**src/rtl/ebus_pkg.sv**
```systemverilog
// ebus_pkg: shared types and helpers for the ebus responder
package ebus_pkg;
    typedef logic [35:0] word_t;
    typedef enum logic [2:0] {CONO = 3'd0, CONI = 3'd1, DATAO = 3'd2, DATAI = 3'd3} func_e;
    typedef enum logic [2:0] {IDLE, DECODE, DELAY, XFER, IGNORE} state_e;
    function automatic logic is_supported(logic [2:0] f);
        return !f[2];
    endfunction
    function automatic logic is_read(logic [2:0] f);
        return f == CONI || f == DATAI;
    endfunction
endpackage

```
**src/rtl/ebus_responder_if.sv**
```systemverilog
// ebus_responder_if: initiator/responder handshake and data signals
interface ebus_responder_if;
    import ebus_pkg::*;
    logic ebusDemand;
    logic [6:0] ebusCS;
    logic [2:0] ebusFunc;
    word_t ebusDataIn;
    logic ebusXfer;
    word_t ebusDataOut;
    logic ebusDataOE;
    modport master(output ebusDemand, ebusCS, ebusFunc, ebusDataIn, input ebusXfer, ebusDataOut, ebusDataOE);
    modport slave(input ebusDemand, ebusCS, ebusFunc, ebusDataIn, output ebusXfer, ebusDataOut, ebusDataOE);
endinterface

```
**src/rtl/ebus_delay_ctr.sv**
```systemverilog
// ebus_delay_ctr: loadable down-counter; zero rises the cycle after the count reaches 0
module ebus_delay_ctr (
    input  logic       clk,
    input  logic       resetN,
    input  logic       load,
    input  logic [3:0] val,
    output logic       zero
);
    logic [3:0] cnt;
    always_ff @(posedge clk or negedge resetN)
        if (!resetN) begin
            cnt <= '0;
            zero <= 1'b0;
        end else if (load) begin
            cnt <= val;
            zero <= 1'b0;
        end else begin
            cnt <= cnt - 4'(cnt != 4'd0);
            zero <= cnt == 4'd0;
        end
endmodule

```
**src/rtl/ebus_responder.sv**
```systemverilog
// ebus_responder: ebus target answering CONO/CONI/DATAO/DATAI with a fixed acknowledge delay
module ebus_responder import ebus_pkg::*; #(
    parameter logic [6:0] MY_CS = 7'o14,
    parameter int XFER_DELAY = 3
) (
    input  logic clk,
    input  logic resetN,
    ebus_responder_if.slave bus,
    output word_t conoReg,
    output word_t dataoReg,
    input  word_t coniIn,
    input  word_t dataiIn
);
    state_e state, nxt;
    logic [2:0] func_q;
    word_t data_q, dout_d;
    logic zero, load, wr, rd;

    ebus_delay_ctr u_ctr (.clk(clk), .resetN(resetN), .load(load), .val(4'(XFER_DELAY - 1)), .zero(zero));

    always_ff @(posedge clk or negedge resetN)
        if (!resetN) begin
            state <= IDLE;
            func_q <= '0;
            data_q <= '0;
            bus.ebusXfer <= 1'b0;
            bus.ebusDataOE <= 1'b0;
            bus.ebusDataOut <= '0;
            conoReg <= '0;
            dataoReg <= '0;
        end else begin
            state <= nxt;
            if (state == DECODE) begin
                func_q <= bus.ebusFunc;
                data_q <= bus.ebusDataIn;
            end
            bus.ebusXfer <= nxt == XFER;
            bus.ebusDataOE <= rd;
            bus.ebusDataOut <= dout_d;
            if (wr && func_q == CONO) conoReg <= data_q;
            if (wr && func_q == DATAO) dataoReg <= data_q;
        end

    // Only transitions on a sampled-low demand lead back to IDLE, so held demand can't retrigger
    always_comb begin
        nxt = IDLE;
        case (state)
            IDLE:        nxt = !bus.ebusDemand ? IDLE : (bus.ebusCS == MY_CS ? DECODE : IGNORE);
            DECODE:      nxt = !bus.ebusDemand ? IDLE : (is_supported(bus.ebusFunc) ? DELAY : IGNORE);
            DELAY:       nxt = !bus.ebusDemand ? IDLE : (zero ? XFER : DELAY);
            XFER:        nxt = bus.ebusDemand ? XFER : IDLE;
            IGNORE:      nxt = bus.ebusDemand ? IGNORE : IDLE;
            default:     nxt = IDLE;
        endcase
    end

    always_comb begin
        load = state == DECODE;
        wr = state == DELAY && nxt == XFER;
        rd = nxt == XFER && is_read(func_q);
        dout_d = !rd ? '0 : (func_q == CONI ? coniIn : dataiIn);
    end
endmodule
```
**src/flat_wrapper.sv**
```systemverilog
// flat-port wrapper written by rule: the top's interface ports become plain ports
module ebus_responder_flat import ebus_pkg::*;
#(
    parameter logic [6:0] MY_CS = 7'o14,
    parameter int XFER_DELAY = 3
)
  (clk, resetN, conoReg, dataoReg, coniIn, dataiIn, bus_ebusDemand, bus_ebusCS, bus_ebusFunc, bus_ebusDataIn, bus_ebusXfer, bus_ebusDataOut, bus_ebusDataOE);
  ebus_responder_if bus_i ();
  input  logic clk;
  input  logic resetN;
  output word_t conoReg;
  output word_t dataoReg;
  input  word_t coniIn;
  input  word_t dataiIn;
  input wire logic [$bits(bus_i.ebusDemand)-1:0] bus_ebusDemand;
  input wire logic [$bits(bus_i.ebusCS)-1:0] bus_ebusCS;
  input wire logic [$bits(bus_i.ebusFunc)-1:0] bus_ebusFunc;
  input wire logic [$bits(bus_i.ebusDataIn)-1:0] bus_ebusDataIn;
  output wire logic [$bits(bus_i.ebusXfer)-1:0] bus_ebusXfer;
  output wire logic [$bits(bus_i.ebusDataOut)-1:0] bus_ebusDataOut;
  output wire logic [$bits(bus_i.ebusDataOE)-1:0] bus_ebusDataOE;
  assign bus_i.ebusDemand = bus_ebusDemand;
  assign bus_i.ebusCS = bus_ebusCS;
  assign bus_i.ebusFunc = bus_ebusFunc;
  assign bus_i.ebusDataIn = bus_ebusDataIn;
  assign bus_ebusXfer = bus_i.ebusXfer;
  assign bus_ebusDataOut = bus_i.ebusDataOut;
  assign bus_ebusDataOE = bus_i.ebusDataOE;
  ebus_responder #(.MY_CS(MY_CS), .XFER_DELAY(XFER_DELAY)) u_core (.clk(clk), .resetN(resetN), .bus(bus_i), .conoReg(conoReg), .dataoReg(dataoReg), .coniIn(coniIn), .dataiIn(dataiIn));
endmodule
```
**config.mk**
```make
export PLATFORM = sky130hd
export DESIGN_NAME = ebus_responder_flat
export DESIGN_NICKNAME = d
export VERILOG_FILES = /design/src/rtl/ebus_pkg.sv /design/src/rtl/ebus_responder_if.sv /design/src/rtl/ebus_delay_ctr.sv /design/src/rtl/ebus_responder.sv /design/src/flat_wrapper.sv
export SDC_FILE = /design/constraint.sdc
export NUM_CORES = 1
export LEC_CHECK = 0
export CORE_MARGIN = 1.5
export CORE_UTILIZATION = 39
export DETAILED_ROUTE_END_ITERATION = 10
export MAX_ROUTING_LAYER = met4
export PLACE_DENSITY = 0.72
export RECOVER_POWER = 50
export SYNTH_ARGS = -nofsm -noshare
export SYNTH_HDL_FRONTEND = slang
export SYNTH_HIERARCHICAL = 1
export SYNTH_SLANG_ARGS = --single-unit
```
**constraint.sdc**
```tcl
create_clock -name clk -period 2.2 [get_ports clk]
set_clock_uncertainty 0.2 [all_clocks]
set_input_delay 0.44 -clock clk [delete_from_list [all_inputs] [get_ports clk]]
set_output_delay 0.44 -clock clk [all_outputs]
set_load 0.1 [all_outputs]
```
==> flow_summary.html, run 1 <==
<table>
<tr><th>Metric</th><th>Value</th></tr>
<tr><th colspan="2">Setup path</th></tr>
<tr><td>Crit path arrival time</td><td>2390 ps</td></tr>
<tr><td>Element type at the critical path end</td><td>flop</td></tr>
<tr><td>Top cell by count, worst path</td><td>sky130_fd_sc_hd__buf_12</td></tr>
<tr><td>CP Data Required Time</td><td>2300 ps</td></tr>
<tr><td>Crit start category</td><td>flop</td></tr>
<tr><td>Category of the critical setup timing path</td><td>flop to flop</td></tr>
<tr><td>Count of buffer and inverter cells on the critical path</td><td>3</td></tr>
<tr><td>Critical path, cell by cell</td><td>or4b_4 &gt; buf_6 &gt; nor3_4 &gt; buf_12 &gt; buf_12 &gt; mux2_2</td></tr>
<tr><td>Slowest-stage cell, CP</td><td>sky130_fd_sc_hd__or4b_4</td></tr>
<tr><td>CP max stage delay</td><td>550 ps</td></tr>
<tr><td>Top Family by Delay on Critical Path</td><td>simple AND/OR/NAND/NOR gates</td></tr>
<tr><td>Worst Path Max Fanout</td><td>9</td></tr>
<tr><th colspan="2">Placed design</th></tr>
<tr><td>Port Buffer Count</td><td>230</td></tr>
<tr><td>Half-perimeter wire length after detailed placement</td><td>10500 um</td></tr>
<tr><td>Post-place setup slack</td><td>-577 ps</td></tr>
<tr><td>Final weighted congestion of routability-driven global placement</td><td>0.742</td></tr>
<tr><th colspan="2">Yosys</th></tr>
<tr><td>Avg Synthesized Cell Area</td><td>15.3 um^2</td></tr>
<tr><td>Number of distinct library cells after synthesis</td><td>33</td></tr>
<tr><td>Number of standard cells after synthesis</td><td>405</td></tr>
<tr><td>Register area share after synthesis</td><td>63.6%</td></tr>
<tr><td>Number of synthesized register bits</td><td>157</td></tr>
<tr><td>Count of yosys warnings during synthesis</td><td>6</td></tr>
<tr><td>Netlist area before placement</td><td>6180 um^2</td></tr>
<tr><th colspan="2">Power</th></tr>
<tr><td>Combinational group share of total power</td><td>7.8%</td></tr>
<tr><td>Part of the power in the clock network</td><td>46.5%</td></tr>
<tr><td>Static Leakage</td><td>5.03 nW</td></tr>
<tr><td>Total net switching power</td><td>1.49 mW</td></tr>
<tr><td>Internal portion of total power</td><td>5.10 mW</td></tr>
<tr><td>Switching portion of total power</td><td>22.6%</td></tr>
<tr><td>Power density over the cells</td><td>693 nW/um^2</td></tr>
<tr><td>Proportion of power drawn by flip-flops and latches</td><td>45.7%</td></tr>
<tr><td>Worst voltage drop across the vdd grid</td><td>0.553 mV</td></tr>
<tr><td>Pwr Total</td><td>6.59 mW</td></tr>
<tr><th colspan="2">GRT</th></tr>
<tr><td>Number of global-route vias before repair</td><td>4515</td></tr>
<tr><td>Wire length of the first global-routing pass</td><td>23200 um</td></tr>
<tr><td>Overall overflow remaining after global route</td><td>0</td></tr>
<tr><td>Number of antenna violations at the first check in global routing</td><td>0</td></tr>
<tr><td>Maximum number of pins on one net before global-route repair</td><td>52</td></tr>
<tr><td>Overall track demand over capacity in global routing</td><td>19.2%</td></tr>
<tr><th colspan="2">Timing</th></tr>
<tr><td>Actual transition at the worst max-transition pin</td><td>1190 ps</td></tr>
<tr><td>Setup repair after global routing missed its margin</td><td>yes</td></tr>
<tr><td>Fin crit period</td><td>2290 ps</td></tr>
<tr><td>Fmax</td><td>437 MHz</td></tr>
<tr><td>Max-slew violation total from the final report</td><td>0</td></tr>
<tr><td>Hold Violations, Final</td><td>0</td></tr>
<tr><td>Final Setup Violations</td><td>72</td></tr>
<tr><td>Max-slew headroom at the worst pin</td><td>20.6%</td></tr>
<tr><td>Final period utilization</td><td>104%</td></tr>
<tr><td>Setup TNS</td><td>-4260 ps</td></tr>
<tr><td>Final Worst Setup Slack</td><td>-89.2 ps</td></tr>
<tr><th colspan="2">Final layout</th></tr>
<tr><td>Final net count</td><td>788</td></tr>
<tr><td>Area grow syn2layout</td><td>53.9%</td></tr>
<tr><td>Share of layout cells above drive strength 1</td><td>42.6%</td></tr>
<tr><td>Antenna diode count</td><td>0</td></tr>
<tr><td>Core occupancy in the finished layout</td><td>62.1%</td></tr>
<tr><th colspan="2">Drt</th></tr>
<tr><td>Overall routed net length</td><td>15900 um</td></tr>
<tr><td>DRC violations left</td><td>0</td></tr>
<tr><td>Via density per instance</td><td>4.74</td></tr>
<tr><td>Antenna Nets Post-Route</td><td>0</td></tr>
<tr><td>Iteration-0 DRC count of the detailed router</td><td>142</td></tr>
<tr><td>Initial DRT Pass Iterations</td><td>4</td></tr>
<tr><td>WL per Instance</td><td>17.9 um</td></tr>
<tr><td>Via count</td><td>4215</td></tr>
<tr><th colspan="2">Floorplanning</th></tr>
<tr><td>Vertical die dimension</td><td>129 um</td></tr>
<tr><td>Die Area</td><td>16600 um^2</td></tr>
<tr><td>Initial Utilization</td><td>40.4%</td></tr>
<tr><td>Standard-cell rows</td><td>45</td></tr>
<tr><td>Number of ports placed on the die boundary</td><td>231</td></tr>
<tr><td>Die outline width</td><td>129 um</td></tr>
<tr><td>Standard cell core area</td><td>15300 um^2</td></tr>
<tr><th colspan="2">Clock network</th></tr>
<tr><td>Clock buffer count from CTS</td><td>17</td></tr>
<tr><td>Clk Latency, worst-skew pair</td><td>420 ps</td></tr>
<tr><td>Clock-pin slew on the worst setup and hold paths</td><td>70 ps</td></tr>
<tr><td>Clock Tree Root</td><td>sky130_fd_sc_hd__clkbuf_16</td></tr>
<tr><td>Deepest level of the CTS H-tree</td><td>4</td></tr>
<tr><td>Clk sinks</td><td>157</td></tr>
<tr><td>Clock Tree Buf Depth</td><td>2</td></tr>
<tr><td>CTS tree</td><td>yes</td></tr>
<tr><th colspan="2">Status</th></tr>
<tr><td>Result of the run</td><td>finished, violations left</td></tr>
<tr><td>Violations in the final reports</td><td>setup timing</td></tr>
<tr><th colspan="2">Run</th></tr>
<tr><td>Max-capacitance violation count</td><td>0</td></tr>
<tr><th colspan="2">Min path</th></tr>
<tr><td>Worst hold path type</td><td>flop to flop</td></tr>
</table>
==> worst reg2reg max path: stages (launching register included) <==
cell,delay (ps)
sky130_fd_sc_hd__dfrtp_1,390
sky130_fd_sc_hd__or4b_4,550
sky130_fd_sc_hd__buf_6,140
sky130_fd_sc_hd__nor3_4,210
sky130_fd_sc_hd__buf_12,180
sky130_fd_sc_hd__buf_12,170
sky130_fd_sc_hd__mux2_2,340
==> through the flow <==
stage          hold WS [ps]  cells  area (um^2)
2_1_floorplan         -55.6    407         6190
3_3_place_gp            218    844         8580
3_5_place_dp            223    844         8580
4_1_cts                 295    880         9300
5_1_grt                 334    889         9510
6_report                313    889         9510
==> registers in the layout (all words and copies together) (netlist names) <==
| signal | flops |
|---|---|
| u_core/dataoReg | 36 |
| u_core/u_ctr/zero | 1 |
| u_core/u_ctr/cnt | 4 |
| u_core/data_q | 36 |
| u_core/state | 3 |
| u_core/func_q | 3 |
| u_core/bus.ebusDataOut | 36 |
| u_core/bus.ebusDataOE | 1 |
| u_core/conoReg | 36 |
| u_core/bus.ebusXfer | 1 |
==> layer usage <==
layer  vias to the layer above  global-route usage [%]  wire length (um)
met5                         -                       -                 0
met2                       186                    32.9              8060
met1                      2085                    21.2              6500
met4                         0                    5.95               159
met3                        12                    6.36              1200
li1                       1932                       -                 -
==> timing repair <==
action / in CTS / in global routing
buffers inserted: 0 / 1
gates resized for setup: 5 / 21
hold endpoints to repair: 47 / 0
gates cloned: 3 / 8
hold buffers: 1 / 0
pin swaps: 0 / 2
setup endpoints to repair: 72 / 72
==> path summary, 6_finish.rpt <==
check                                                 from                               to  slack, ps  cells after the start
hold / removal             u_core/dataoReg[21]$_DFFE_PN0P_  u_core/dataoReg[21]$_DFFE_PN0P_        310                      1
setup / recovery              u_core/func_q[2]$_DFFE_PN0P_   u_core/conoReg[26]$_DFFE_PN0P_        -90                      6
setup reg to reg              u_core/func_q[2]$_DFFE_PN0P_   u_core/conoReg[26]$_DFFE_PN0P_        -90                      6
min in group asynchronous                           resetN    u_core/conoReg[8]$_DFFE_PN0P_        620                      2
hold reg to reg            u_core/dataoReg[21]$_DFFE_PN0P_  u_core/dataoReg[21]$_DFFE_PN0P_        310                      1
max in group asynchronous                           resetN     u_core/func_q[1]$_DFFE_PN0P_        250                      3
==> cell usage after synthesis <==
cell,n,share of area (%)
sky130_fd_sc_hd__buf_2,3,0.24
sky130_fd_sc_hd__a31o_2,1,0.14
sky130_fd_sc_hd__nand3b_1,1,0.12
sky130_fd_sc_hd__or3_1,1,0.10
sky130_fd_sc_hd__buf_6,4,0.73
sky130_fd_sc_hd__nor3b_1,2,0.24
sky130_fd_sc_hd__a21oi_1,1,0.081
sky130_fd_sc_hd__o41ai_1,1,0.14
sky130_fd_sc_hd__o21ai_0,6,0.49
sky130_fd_sc_hd__nand2b_1,1,0.10
sky130_fd_sc_hd__nand2_1,5,0.30
sky130_fd_sc_hd__xnor2_1,2,0.28
sky130_fd_sc_hd__nor2_1,38,2.3
sky130_fd_sc_hd__clkbuf_1,11,0.67
sky130_fd_sc_hd__dfrtp_1,157,64
sky130_fd_sc_hd__or4b_4,1,0.22
sky130_fd_sc_hd__nand3_1,1,0.081
sky130_fd_sc_hd__buf_1,3,0.18
sky130_fd_sc_hd__o2111a_1,1,0.18
sky130_fd_sc_hd__nor2b_1,2,0.20
sky130_fd_sc_hd__mux2i_1,36,5.8
sky130_fd_sc_hd__o211ai_1,1,0.12
sky130_fd_sc_hd__nor4b_1,1,0.14
sky130_fd_sc_hd__inv_1,7,0.43
sky130_fd_sc_hd__o2111ai_1,1,0.14
sky130_fd_sc_hd__mux2_1,2,0.36
sky130_fd_sc_hd__or4_4,1,0.18
sky130_fd_sc_hd__ha_1,2,0.40
sky130_fd_sc_hd__mux2_4,30,7.3
sky130_fd_sc_hd__conb_1,2,0.12
sky130_fd_sc_hd__mux2_2,78,14
sky130_fd_sc_hd__nor3_4,1,0.26
sky130_fd_sc_hd__nor2_2,1,0.10
==> placed cells by master, fill, tap and decap left out, types with 5 or more instances in the layout <==
cell                              instances
sky130_fd_sc_hd__mux2_2                  63
sky130_fd_sc_hd__inv_1                    7
sky130_fd_sc_hd__nand2_1                  5
sky130_fd_sc_hd__mux2_4                  47
sky130_fd_sc_hd__inv_6                    5
sky130_fd_sc_hd__nor2_1                  38
sky130_fd_sc_hd__clkbuf_16               21
sky130_fd_sc_hd__mux2i_1                 36
sky130_fd_sc_hd__o21ai_0                  6
sky130_fd_sc_hd__dfrtp_1                156
sky130_fd_sc_hd__clkdlybuf4s50_1        116
sky130_fd_sc_hd__buf_4                  117
==> power by group through the flow <==
stage | Clock, mW | Sequential, mW | Combinational (mW)
final | 3.07 | 3.01 | 0.514
after global routing | 3.26 | 3.01 | 0.572
after CTS | 3.14 | 3.01 | 0.529
after detailed placement | 0 | 3.06 | 0.526
after global placement | 0 | 3.05 | 0.503
after floorplan | 0 | 3.05 | 0.193
==> final cells by class <==
type                    count  area, um^2
well taps                 211         264
fillers                  1150        5810
clock buffers              17         425
inverters                   7        26.3
clock inverters            15         196
multi-input cells         222        2200
flip-flops and latches    157        3930
repair buffers            260        2470
==> cell families (layout without fill, tap and decap cells) <==
family | count (synthesis) | in the layout | share of synthesized area (%)
flip-flops | 157 | 157 | 63.6
multiplexers | 146 | 146 | 27.7
AND/OR/NAND/NOR | 56 | 56 | 4.37
buffers and inverters | 28 | 299 | 2.25
AO/OA/AOI/OAI | 12 | 12 | 1.30
adder cells (fa/ha/maj) | 2 | 2 | 0.405
other | 2 | 4 | 0.122
XOR/XNOR | 2 | 2 | 0.284
No activity file was read; power rests on OpenSTA's default activity.
==> inputs of run 2 (changes only) <==
CTS_BUF_LIST = sky130_fd_sc_hd__clkbuf_4 sky130_fd_sc_hd__clkbuf_8 sky130_fd_sc_hd__clkbuf_16   (was default)
==> results of run 2 <==
No change in the layout: final DEF, timing and power equal those of run 1.
